===== src/rtl/ghost_if.sv =====
`default_nettype none
// ghost_if: game-side bundle for the ghost engine (Pac-Man position and wall map in,
// ghost position/direction and catch flag out).
interface ghost_if;
    logic        move_en;
    logic [9:0]  pm_xpos;
    logic [9:0]  pm_ypos;
    logic [0:63] wall_map;
    logic [9:0]  ghost_xpos;
    logic [9:0]  ghost_ypos;
    logic [3:0]  ghost_direction;
    logic        caught;

    modport master (
        output move_en, pm_xpos, pm_ypos, wall_map,
        input  ghost_xpos, ghost_ypos, ghost_direction, caught
    );

    modport slave (
        input  move_en, pm_xpos, pm_ypos, wall_map,
        output ghost_xpos, ghost_ypos, ghost_direction, caught
    );
endinterface
`default_nettype wire


===== src/rtl/ghost_controller.sv =====
`default_nettype none
// ghost_controller: walks one ghost tile-to-tile over the 8x8 maze, steering toward
// Pac-Man at each tile centre and latching a sticky catch flag on collision.
module ghost_controller #(
    parameter int ORIGIN_X      = 150,
    parameter int ORIGIN_Y      = 34,
    parameter int TILE          = 60,
    parameter int STEP          = 2,
    parameter int START_COL     = 3,
    parameter int START_ROW     = 3,
    parameter int RELEASE_DELAY = 32,
    parameter int COLLIDE       = 30
) (
    input  logic   clk,
    input  logic   rst,
    ghost_if.slave bus
);
    localparam int                STEPS   = TILE / STEP;
    localparam int                RW      = $clog2(RELEASE_DELAY + 1);
    localparam int                SW      = $clog2(STEPS + 1);
    localparam logic [9:0]        SPAWN_X = 10'(ORIGIN_X + TILE * START_COL + TILE / 2);
    localparam logic [9:0]        SPAWN_Y = 10'(ORIGIN_Y + TILE * START_ROW + TILE / 2);
    localparam logic [9:0]        STEP_PX = 10'(STEP);
    localparam logic signed [10:0] CWIN   = 11'(COLLIDE);

    localparam logic [3:0]  DIR_UP     = 4'b1000;
    localparam logic [3:0]  DIR_DOWN   = 4'b0100;
    localparam logic [3:0]  DIR_LEFT   = 4'b0010;
    localparam logic [3:0]  DIR_RIGHT  = 4'b0001;
    localparam logic [15:0] SCAN_ORDER = {DIR_UP, DIR_LEFT, DIR_DOWN, DIR_RIGHT};

    localparam logic [1:0] ST_WAIT   = 2'd0;
    localparam logic [1:0] ST_DECIDE = 2'd1;
    localparam logic [1:0] ST_MOVE   = 2'd2;
    localparam logic [1:0] ST_CAUGHT = 2'd3;

    logic [1:0]    state, state_next;
    logic [RW-1:0] rel_cnt;
    logic [SW-1:0] step_cnt;
    logic [2:0]    gcol, grow;
    logic [9:0]    gx, gy;
    logic [3:0]    dir;
    logic          caught_q;

    // Pac-Man tile via threshold comparisons; negative offsets fall through to 0
    logic signed [10:0] pm_dx, pm_dy;
    logic [2:0]         pm_col, pm_row;
    assign pm_dx = $signed({1'b0, bus.pm_xpos}) - $signed(11'(ORIGIN_X));
    assign pm_dy = $signed({1'b0, bus.pm_ypos}) - $signed(11'(ORIGIN_Y));

    always_comb begin
        pm_col = 3'd0;
        pm_row = 3'd0;
        for (int k = 1; k < 8; k++) begin
            if (pm_dx >= $signed(11'(TILE * k))) pm_col = 3'(k);
            if (pm_dy >= $signed(11'(TILE * k))) pm_row = 3'(k);
        end
    end

    logic signed [3:0] dcol, drow;
    logic [3:0]        adcol, adrow;
    assign dcol  = $signed({1'b0, pm_col}) - $signed({1'b0, gcol});
    assign drow  = $signed({1'b0, pm_row}) - $signed({1'b0, grow});
    assign adcol = dcol[3] ? 4'(-dcol) : 4'(dcol);
    assign adrow = drow[3] ? 4'(-drow) : 4'(drow);

    logic [3:0] open_dirs;
    always_comb begin
        open_dirs    = 4'b0000;
        open_dirs[3] = (grow != 3'd0) && !bus.wall_map[{grow - 3'd1, gcol}];
        open_dirs[2] = (grow != 3'd7) && !bus.wall_map[{grow + 3'd1, gcol}];
        open_dirs[1] = (gcol != 3'd0) && !bus.wall_map[{grow, gcol - 3'd1}];
        open_dirs[0] = (gcol != 3'd7) && !bus.wall_map[{grow, gcol + 3'd1}];
    end

    logic [3:0] h_dir, v_dir, first_dir, second_dir, rev_dir, pick;
    logic       first_ok, second_ok, found;
    always_comb begin
        h_dir   = dcol[3] ? DIR_LEFT : DIR_RIGHT;
        v_dir   = drow[3] ? DIR_UP : DIR_DOWN;
        rev_dir = {dir[2], dir[3], dir[0], dir[1]};
        if (adcol >= adrow) begin
            first_dir  = h_dir;
            first_ok   = (dcol != 4'sd0);
            second_dir = v_dir;
            second_ok  = (drow != 4'sd0);
        end else begin
            first_dir  = v_dir;
            first_ok   = (drow != 4'sd0);
            second_dir = h_dir;
            second_ok  = (dcol != 4'sd0);
        end
        pick  = 4'b0000;
        found = 1'b0;
        if (first_ok && |(first_dir & open_dirs)) begin
            pick  = first_dir;
            found = 1'b1;
        end
        if (!found && second_ok && |(second_dir & open_dirs)) begin
            pick  = second_dir;
            found = 1'b1;
        end
        for (int i = 3; i >= 0; i--) begin
            if (!found && (SCAN_ORDER[i*4 +: 4] != rev_dir) && |(SCAN_ORDER[i*4 +: 4] & open_dirs)) begin
                pick  = SCAN_ORDER[i*4 +: 4];
                found = 1'b1;
            end
        end
        // Reversing is allowed only as the last resort
        if (!found && |(rev_dir & open_dirs)) pick = rev_dir;
    end

    logic signed [10:0] cdx, cdy;
    logic               hit;
    assign cdx = $signed({1'b0, gx}) - $signed({1'b0, bus.pm_xpos});
    assign cdy = $signed({1'b0, gy}) - $signed({1'b0, bus.pm_ypos});
    assign hit = (cdx < CWIN) && (cdx > -CWIN) && (cdy < CWIN) && (cdy > -CWIN);

    always_ff @(posedge clk) begin
        if (rst) state <= ST_WAIT;
        else     state <= state_next;
    end

    always_comb begin
        state_next = state;
        case (state)
            ST_WAIT:   if (rel_cnt == RW'(RELEASE_DELAY - 1)) state_next = ST_DECIDE;
            ST_DECIDE: if (hit) state_next = ST_CAUGHT;
                       else if (pick != 4'b0000) state_next = ST_MOVE;
            ST_MOVE:   if (hit) state_next = ST_CAUGHT;
                       else if (bus.move_en && step_cnt == SW'(STEPS - 1)) state_next = ST_DECIDE;
            default:   state_next = ST_CAUGHT;
        endcase
    end

    logic wait_tick, latch_dir, step_tick, arrive, set_caught;
    always_comb begin
        wait_tick  = 1'b0;
        latch_dir  = 1'b0;
        step_tick  = 1'b0;
        arrive     = 1'b0;
        set_caught = 1'b0;
        case (state)
            ST_WAIT:   wait_tick = 1'b1;
            ST_DECIDE: if (hit) set_caught = 1'b1;
                       else latch_dir = 1'b1;
            ST_MOVE:   if (hit) set_caught = 1'b1;
                       else if (bus.move_en) begin
                           step_tick = 1'b1;
                           arrive    = (step_cnt == SW'(STEPS - 1));
                       end
            default:   ;
        endcase
    end

    always_ff @(posedge clk) begin
        if (rst) begin
            rel_cnt  <= '0;
            step_cnt <= '0;
            gcol     <= 3'(START_COL);
            grow     <= 3'(START_ROW);
            gx       <= SPAWN_X;
            gy       <= SPAWN_Y;
            dir      <= 4'b0000;
            caught_q <= 1'b0;
        end else begin
            if (wait_tick)  rel_cnt  <= rel_cnt + RW'(1);
            if (latch_dir)  dir      <= pick;
            if (set_caught) caught_q <= 1'b1;
            if (step_tick) begin
                case (dir)
                    DIR_UP:    gy <= gy - STEP_PX;
                    DIR_DOWN:  gy <= gy + STEP_PX;
                    DIR_LEFT:  gx <= gx - STEP_PX;
                    DIR_RIGHT: gx <= gx + STEP_PX;
                    default:   ;
                endcase
                if (arrive) begin
                    step_cnt <= '0;
                    case (dir)
                        DIR_UP:    grow <= grow - 3'd1;
                        DIR_DOWN:  grow <= grow + 3'd1;
                        DIR_LEFT:  gcol <= gcol - 3'd1;
                        DIR_RIGHT: gcol <= gcol + 3'd1;
                        default:   ;
                    endcase
                end else begin
                    step_cnt <= step_cnt + SW'(1);
                end
            end
        end
    end

    assign bus.ghost_xpos      = gx;
    assign bus.ghost_ypos      = gy;
    assign bus.ghost_direction = dir;
    assign bus.caught          = caught_q;
endmodule
`default_nettype wire


===== src/flat_wrapper.sv =====
// flat-port wrapper written by rule: the top's interface ports become plain ports
module ghost_controller_flat 
#(
    parameter int ORIGIN_X      = 150,
    parameter int ORIGIN_Y      = 34,
    parameter int TILE          = 60,
    parameter int STEP          = 2,
    parameter int START_COL     = 3,
    parameter int START_ROW     = 3,
    parameter int RELEASE_DELAY = 32,
    parameter int COLLIDE       = 30
)
  (clk, rst, bus_move_en, bus_pm_xpos, bus_pm_ypos, bus_wall_map, bus_ghost_xpos, bus_ghost_ypos, bus_ghost_direction, bus_caught);
  ghost_if bus_i ();
  input  logic clk;
  input  logic rst;
  input wire logic [$bits(bus_i.move_en)-1:0] bus_move_en;
  input wire logic [$bits(bus_i.pm_xpos)-1:0] bus_pm_xpos;
  input wire logic [$bits(bus_i.pm_ypos)-1:0] bus_pm_ypos;
  input wire logic [$bits(bus_i.wall_map)-1:0] bus_wall_map;
  output wire logic [$bits(bus_i.ghost_xpos)-1:0] bus_ghost_xpos;
  output wire logic [$bits(bus_i.ghost_ypos)-1:0] bus_ghost_ypos;
  output wire logic [$bits(bus_i.ghost_direction)-1:0] bus_ghost_direction;
  output wire logic [$bits(bus_i.caught)-1:0] bus_caught;
  assign bus_i.move_en = bus_move_en;
  assign bus_i.pm_xpos = bus_pm_xpos;
  assign bus_i.pm_ypos = bus_pm_ypos;
  assign bus_i.wall_map = bus_wall_map;
  assign bus_ghost_xpos = bus_i.ghost_xpos;
  assign bus_ghost_ypos = bus_i.ghost_ypos;
  assign bus_ghost_direction = bus_i.ghost_direction;
  assign bus_caught = bus_i.caught;
  ghost_controller #(.ORIGIN_X(ORIGIN_X), .ORIGIN_Y(ORIGIN_Y), .TILE(TILE), .STEP(STEP), .START_COL(START_COL), .START_ROW(START_ROW), .RELEASE_DELAY(RELEASE_DELAY), .COLLIDE(COLLIDE)) u_core (.clk(clk), .rst(rst), .bus(bus_i));
endmodule

===== config.mk =====
export PLATFORM = sky130hd
export DESIGN_NAME = ghost_controller_flat
export DESIGN_NICKNAME = d
export VERILOG_FILES = /design/src/rtl/ghost_if.sv /design/src/rtl/ghost_controller.sv /design/src/flat_wrapper.sv
export SDC_FILE = /design/constraint.sdc
export NUM_CORES = 1
export LEC_CHECK = 0
export ABC_AREA = 1
export CAP_MARGIN = 20
export CORE_MARGIN = 2
export CORE_UTILIZATION = 50
export DETAILED_ROUTE_END_ITERATION = 16
export HOLD_SLACK_MARGIN = 0.02
export PLACE_DENSITY_LB_ADDON = 0.08
export SETUP_SLACK_MARGIN = 0.15
export SYNTH_ARGS = -nofsm -noshare
export SYNTH_HDL_FRONTEND = slang
export SYNTH_SLANG_ARGS = --single-unit
export TNS_END_PERCENT = 50

===== constraint.sdc =====
create_clock -name clk -period 7.15 [get_ports clk]
set_input_delay 0.715 -clock clk [delete_from_list [all_inputs] [get_ports clk]]
set_output_delay 0.715 -clock clk [all_outputs]
set_load 0.1 [all_outputs]

==> results.toml <==
[cts]
cts-htree-levels = 2
clkLatencyLatePin_ps = 290
clock-sinks = 42
cts_buffers = 5
clkTransAtPathRegs_ps = 60
cts.path.max_buffers = 2
root_buffer = "clkbuf_16"
cts_tree = "built"

[sta]
hold_viol_final = 0
fin_skew_ps = 12.4
fmax_mhz = 159
tightest_slew_ps = 978
finalCritPeriodShare_pct = 88.2
finalMaxSlewViolations = 0
fin_setup_tns_ps = 0
rsz0062_at_grt = "false"
setup_viol = 0
fin_crit_ps = 6300
slew_headroom_pct = 34.6

[layout]
layout_commonest_cell = "nand2_1"
areaGrowthSynthToFinish_pct = 19.3
fill_cells = 1336
antennaDiodeCount = 0
final_util_pct = 60.5
final_area_um2 = 7920
layout-drive-gt1-share_pct = 3.02
multi_input_area_um2 = 4990
regArea_um2 = 842
fin_nets = 1384
final_cell_mix = "nand2_1, nand3_1, inv_1, clkdlybuf4s50_1, nor2_1"

[worst_setup_path]
cp_num_buf_inv = 3
worst-setup-path-type = "in -> reg"
reg2regPathDepth = 24
startpoint_type = "input pin"
cp_num_cells = 36
critPathMaxStageDelay_ps = 460
cp.required_ps = 7330
cp_data_arrival_time_ps = 6480
crit_top_cell = "nand2_1"
crit_path_end_kind = "flop"
worstPathMaxFanout = 12
crit_family = "simple AND/OR/NAND/NOR gates"
crit_slowest_cell = "fa_1"

[placement]
port_buffers = 109
dp_hpwl_um = 14300
post_dp_cell_area_um2 = 7740
gp_congestion = 0.950

[global_routing]
grt_pass1_wl_um = 30900
track_usage_pct = 25.9
grt_start_max_net_pins = 78
antenna_found_initial = 0
grt_pass1_vias = 6590
grt_overflow = 0

[detailed_routing]
wl_per_cell_um = 13.2
dr.first_iter.drc_count = 544
drtPass1Iterations = 5
drcViolationCount = 0
vias_per_cell = 5.38
drtAntennaViolNets = 0
vias = 7550
drt-total-wl_um = 18500

[yosys]
postSynthAreaPerCell_um2 = 5.79
yosys_warnings = 0
synthArstFlopShare_pct = 0
yosysUniqueCellTypes = 47
synth-edff-count = 0
yosysSeqAreaShare_pct = 12.7
yosys_register_bits = 42
synthFlopType = "dfxtp_1"
netlist_area_um2 = 6630
syn_inst = 1145

[die]
die-width_um = 119
io_pins = 112
rows = 42
die_y_um = 119
start_util_pct = 50.7
coreArea_um2 = 13100
die_area_um2 = 14200

[power_and_ir_drop]
ir_worst_vdd_uv = 134
power_density_nw_per_um2 = 195
leakage_nw = 3.84

[min_path]
hold_path_class = "reg -> reg"
whs_path_depth = 2

[run_status]
status = "finished, final reports clean"

[run]
drv_cap = 0
==> routing by layer <==
| layer | GRT usage [%] | wire length (µm) | vias to the layer above |
|---|---|---|---|
| met1 | 34.3 | 8550 | 3313 |
| met3 | 3.59 | 1120 | 27 |
| li1 | - | - | 3981 |
| met4 | 6.25 | 331 | 0 |
| met5 | 0 | 0 | - |
| met2 | 44.4 | 8480 | 229 |
==> registers in the layout, indices dropped and copies added (netlist names) <==
register,flops
u_core.bus.ghost_xpos,9
u_core.bus.ghost_ypos,9
u_core.rel_cnt,6
u_core.step_cnt,5
u_core.bus.ghost_direction,4
u_core.gcol,3
u_core.grow,3
u_core.state,2
u_core.bus.caught,1
==> worst paths after layout <==
| kind | startpoint | endpoint | slack (ps) |
|---|---|---|---|
| worst max-delay path | bus_pm_xpos[1] | u_core.state[0]$_SDFFE_PP0P_ | 850 |
| worst min-delay path | u_core.bus.caught$_SDFFE_PP0P_ | u_core.bus.caught$_SDFFE_PP0P_ | 450 |
| worst max register to register | u_core.grow[0]$_SDFFE_PP1P_ | u_core.state[0]$_SDFFE_PP0P_ | 2550 |
| worst min register to register | u_core.bus.caught$_SDFFE_PP0P_ | u_core.bus.caught$_SDFFE_PP0P_ | 450 |
==> timing repair <==
item,4_1_cts,5_1_grt
gates resized for setup,0,1
setup buffers,0,0
setup endpoints to repair,0,2
hold buffers,0,0
==> cell usage after synthesis, types with 3 or more instances <==
cell      instances  area share, %
o21bai_1          4           0.45
and3_1            3           0.28
xnor2_1           9            1.2
nand4_1          14            1.3
inv_1           144            8.1
o21ai_0          34            2.6
nor3_1           25            1.9
xor2_1           26            3.4
nand3b_1          3           0.34
buf_4             7           0.79
inv_2            12           0.68
fa_1              6            1.8
nor2_1           97            5.5
dfxtp_1          42             13
ha_1             65             12
nand2_1         265             15
o21ai_1          38            2.9
clkbuf_1         10           0.57
a31oi_1           3           0.28
o31ai_1           4           0.45
o211ai_1         10            1.1
nand3_1         204             15
buf_2            17            1.3
or2_2             4           0.38
buf_6             4           0.68
a21oi_1          67            5.1
==> tightest hold or removal path, stage by stage (launching register included) <==
cell,delay [ps]
dfxtp_1,310
inv_1,50
a21oi_1,50
==> where the power goes <==
group	total, mW	switching, mW	leakage [nW]	internal, mW
clock	0.228	0.0984	0.0708	0.130
sequential	0.297	0.0357	0.340	0.261
combinational	1.02	0.642	3.42	0.378
total	1.54	0.776	3.84	0.768
==> cells by family (layout without fill, tap and decap cells) <==
logic type / Yosys count / count (layout) / share of synthesized area, %
AOI/OAI and AO/OA: 172 / 172 / 14.4
and+or+nand+nor: 628 / 628 / 41.7
DFF: 42 / 42 / 12.7
adders and majority gates: 71 / 71 / 14.1
other: 1 / 2 / 0.0565
buffers and inverters: 195 / 276 / 12.2
xor gates and xnor gates: 36 / 36 / 4.87
==> stage by stage <==
stage                     power (mW)  cells  setup WS, ps  hold slack (ps)
after CTS                       1.54   1402           843              454
final                           1.54   1403           846              452
after detailed placement        1.31   1394           569              443
after global placement          1.30   1394           673              439
after global routing            1.69   1403           290              495
after floorplan                 1.09   1146          1590              447
==> area by class of cell <==
class	count	area share [%]
clock buffer	6	1.63
inverter	156	7.40
timing repair buffer	112	14.3
tap	176	2.78
multi-input combinational	909	63.1
sequential	42	10.6
clock inverter	2	0.174
Power figures use the tool's default switching activity.
==> RTL change (same flow settings) <==
`STEP` is set to 2 in 2 places; all go to 8.
--- a/src/rtl/ghost_controller.sv
+++ b/src/rtl/ghost_controller.sv
@@ -6,5 +6,5 @@
     parameter int ORIGIN_Y      = 34,
     parameter int TILE          = 60,
-    parameter int STEP          = 2,
+    parameter int STEP          = 8,
     parameter int START_COL     = 3,
     parameter int START_ROW     = 3,
--- a/src/flat_wrapper.sv
+++ b/src/flat_wrapper.sv
@@ -5,5 +5,5 @@
     parameter int ORIGIN_Y      = 34,
     parameter int TILE          = 60,
-    parameter int STEP          = 2,
+    parameter int STEP          = 8,
     parameter int START_COL     = 3,
     parameter int START_ROW     = 3,
Function: no difference found for any inputs over 10 cycles, from zero or initial values and one cycle with rst high; that may be too few to reach the edited logic, so the function may still have changed.
==> RTL change against the unedited design <==
Wire length is 2.9% lower. Setup slack got worse by 0.24 ns. Design area is 3.5% lower. Critical path depth up 5. Final cell count fell by 1.7%. Die area is 3.8% lower. Maximum frequency fell by 3.7%. Core utilization grew 0.55 points. Area after synthesis shrank 3.9%. Power decreased by 5.6%. Highest routed layer unchanged. Hold slack worse by 0.0044 ns. First-iteration DRC count grew 30%. Sequential cell count shrank 6. Global-route usage up 0.17 points.
==> RTL change: results <==
[place]
place_area_um2 = 7420
place_hpwl_um = 13500
io_buffers = 105
place_ws_ns = 0.207
gp_congestion = 0.951

[critical_path]
worst-path-max-fanout = 6
worstSetupStartpoint = "bus_pm_ypos[1]"
max_stage_delay_ns = 0.53
crit_arrival_ns = 6.72
r2r_start = "u_core.gcol[2]"

[routing]
wl_met1_um = 8760
wirelength_um = 17900
initialDrtViolationCount = 705
dr_wl_met3_um = 1010
post_drt_wl_per_cell_um = 13.0
met2WireLength_um = 7880

[synth]
synthAdderAreaFrac_pct = 13.2
yosysWarnings = 0
synth_compound_area_share_pct = 11.4
yosysSeqAreaShare_pct = 11.3
synthTopCellsByCount = "nand2_1, nand3_1, inv_1"
syn_avg_cell_area_um2 = 5.66
ys_top_cells_by_area = "nand2_1, nand3_1, ha_1"

[pwr]
vdd_drop_max_v = 0.000278
seq-power_uw = 255
power.leakage_nw = 3.82
power_density_nw_per_um2 = 191
swShare_pct = 50.4

[layout]
fillCellCount = 1332
nets = 1358
drive_above_1_share_pct = 2.98

[timing]
clock_skew_ns = 0.00665
max_slew_margin_pct = 33.7

[clocking]
cts_buffers = 5

[global_routing]
track_usage_pct = 26.1
antenna_found_initial = 0
grt_pass1_wl_um = 29400
grt_max_degree = 73

[run_status]
status = "completed"
-- RTL change: metal layers --
| metal | global-route usage (%) | vias up |
|---|---|---|
| li1 | - | 3848 |
| met1 | 36.4 | 3243 |
| met2 | 43.0 | 211 |
| met3 | 2.32 | 26 |
| met4 | 7.53 | 0 |
| met5 | 0 | - |
-- RTL change: area by class of cell --
type                            instances  area, µm²  area share (%)
Inverter                              158        596            7.80
Tap cell                              172        215            2.82
Clock buffer                            7        133            1.74
Multi-Input combinational cell        894       4850            63.4
Clock inverter                          1       8.76           0.115
Sequential cell                        36        722            9.45
Timing Repair Buffer                  111       1120            14.6
-- RTL change: path summary, 6_finish.rpt --
check | end | slack [ns] | depth (start not counted)
hold reg to reg | u_core.bus.caught | 0.45 | 2
hold / removal | u_core.bus.caught | 0.45 | 2
setup / recovery | u_core.state[1] | 0.60 | 41
setup reg to reg | u_core.state[1] | 2.49 | 25
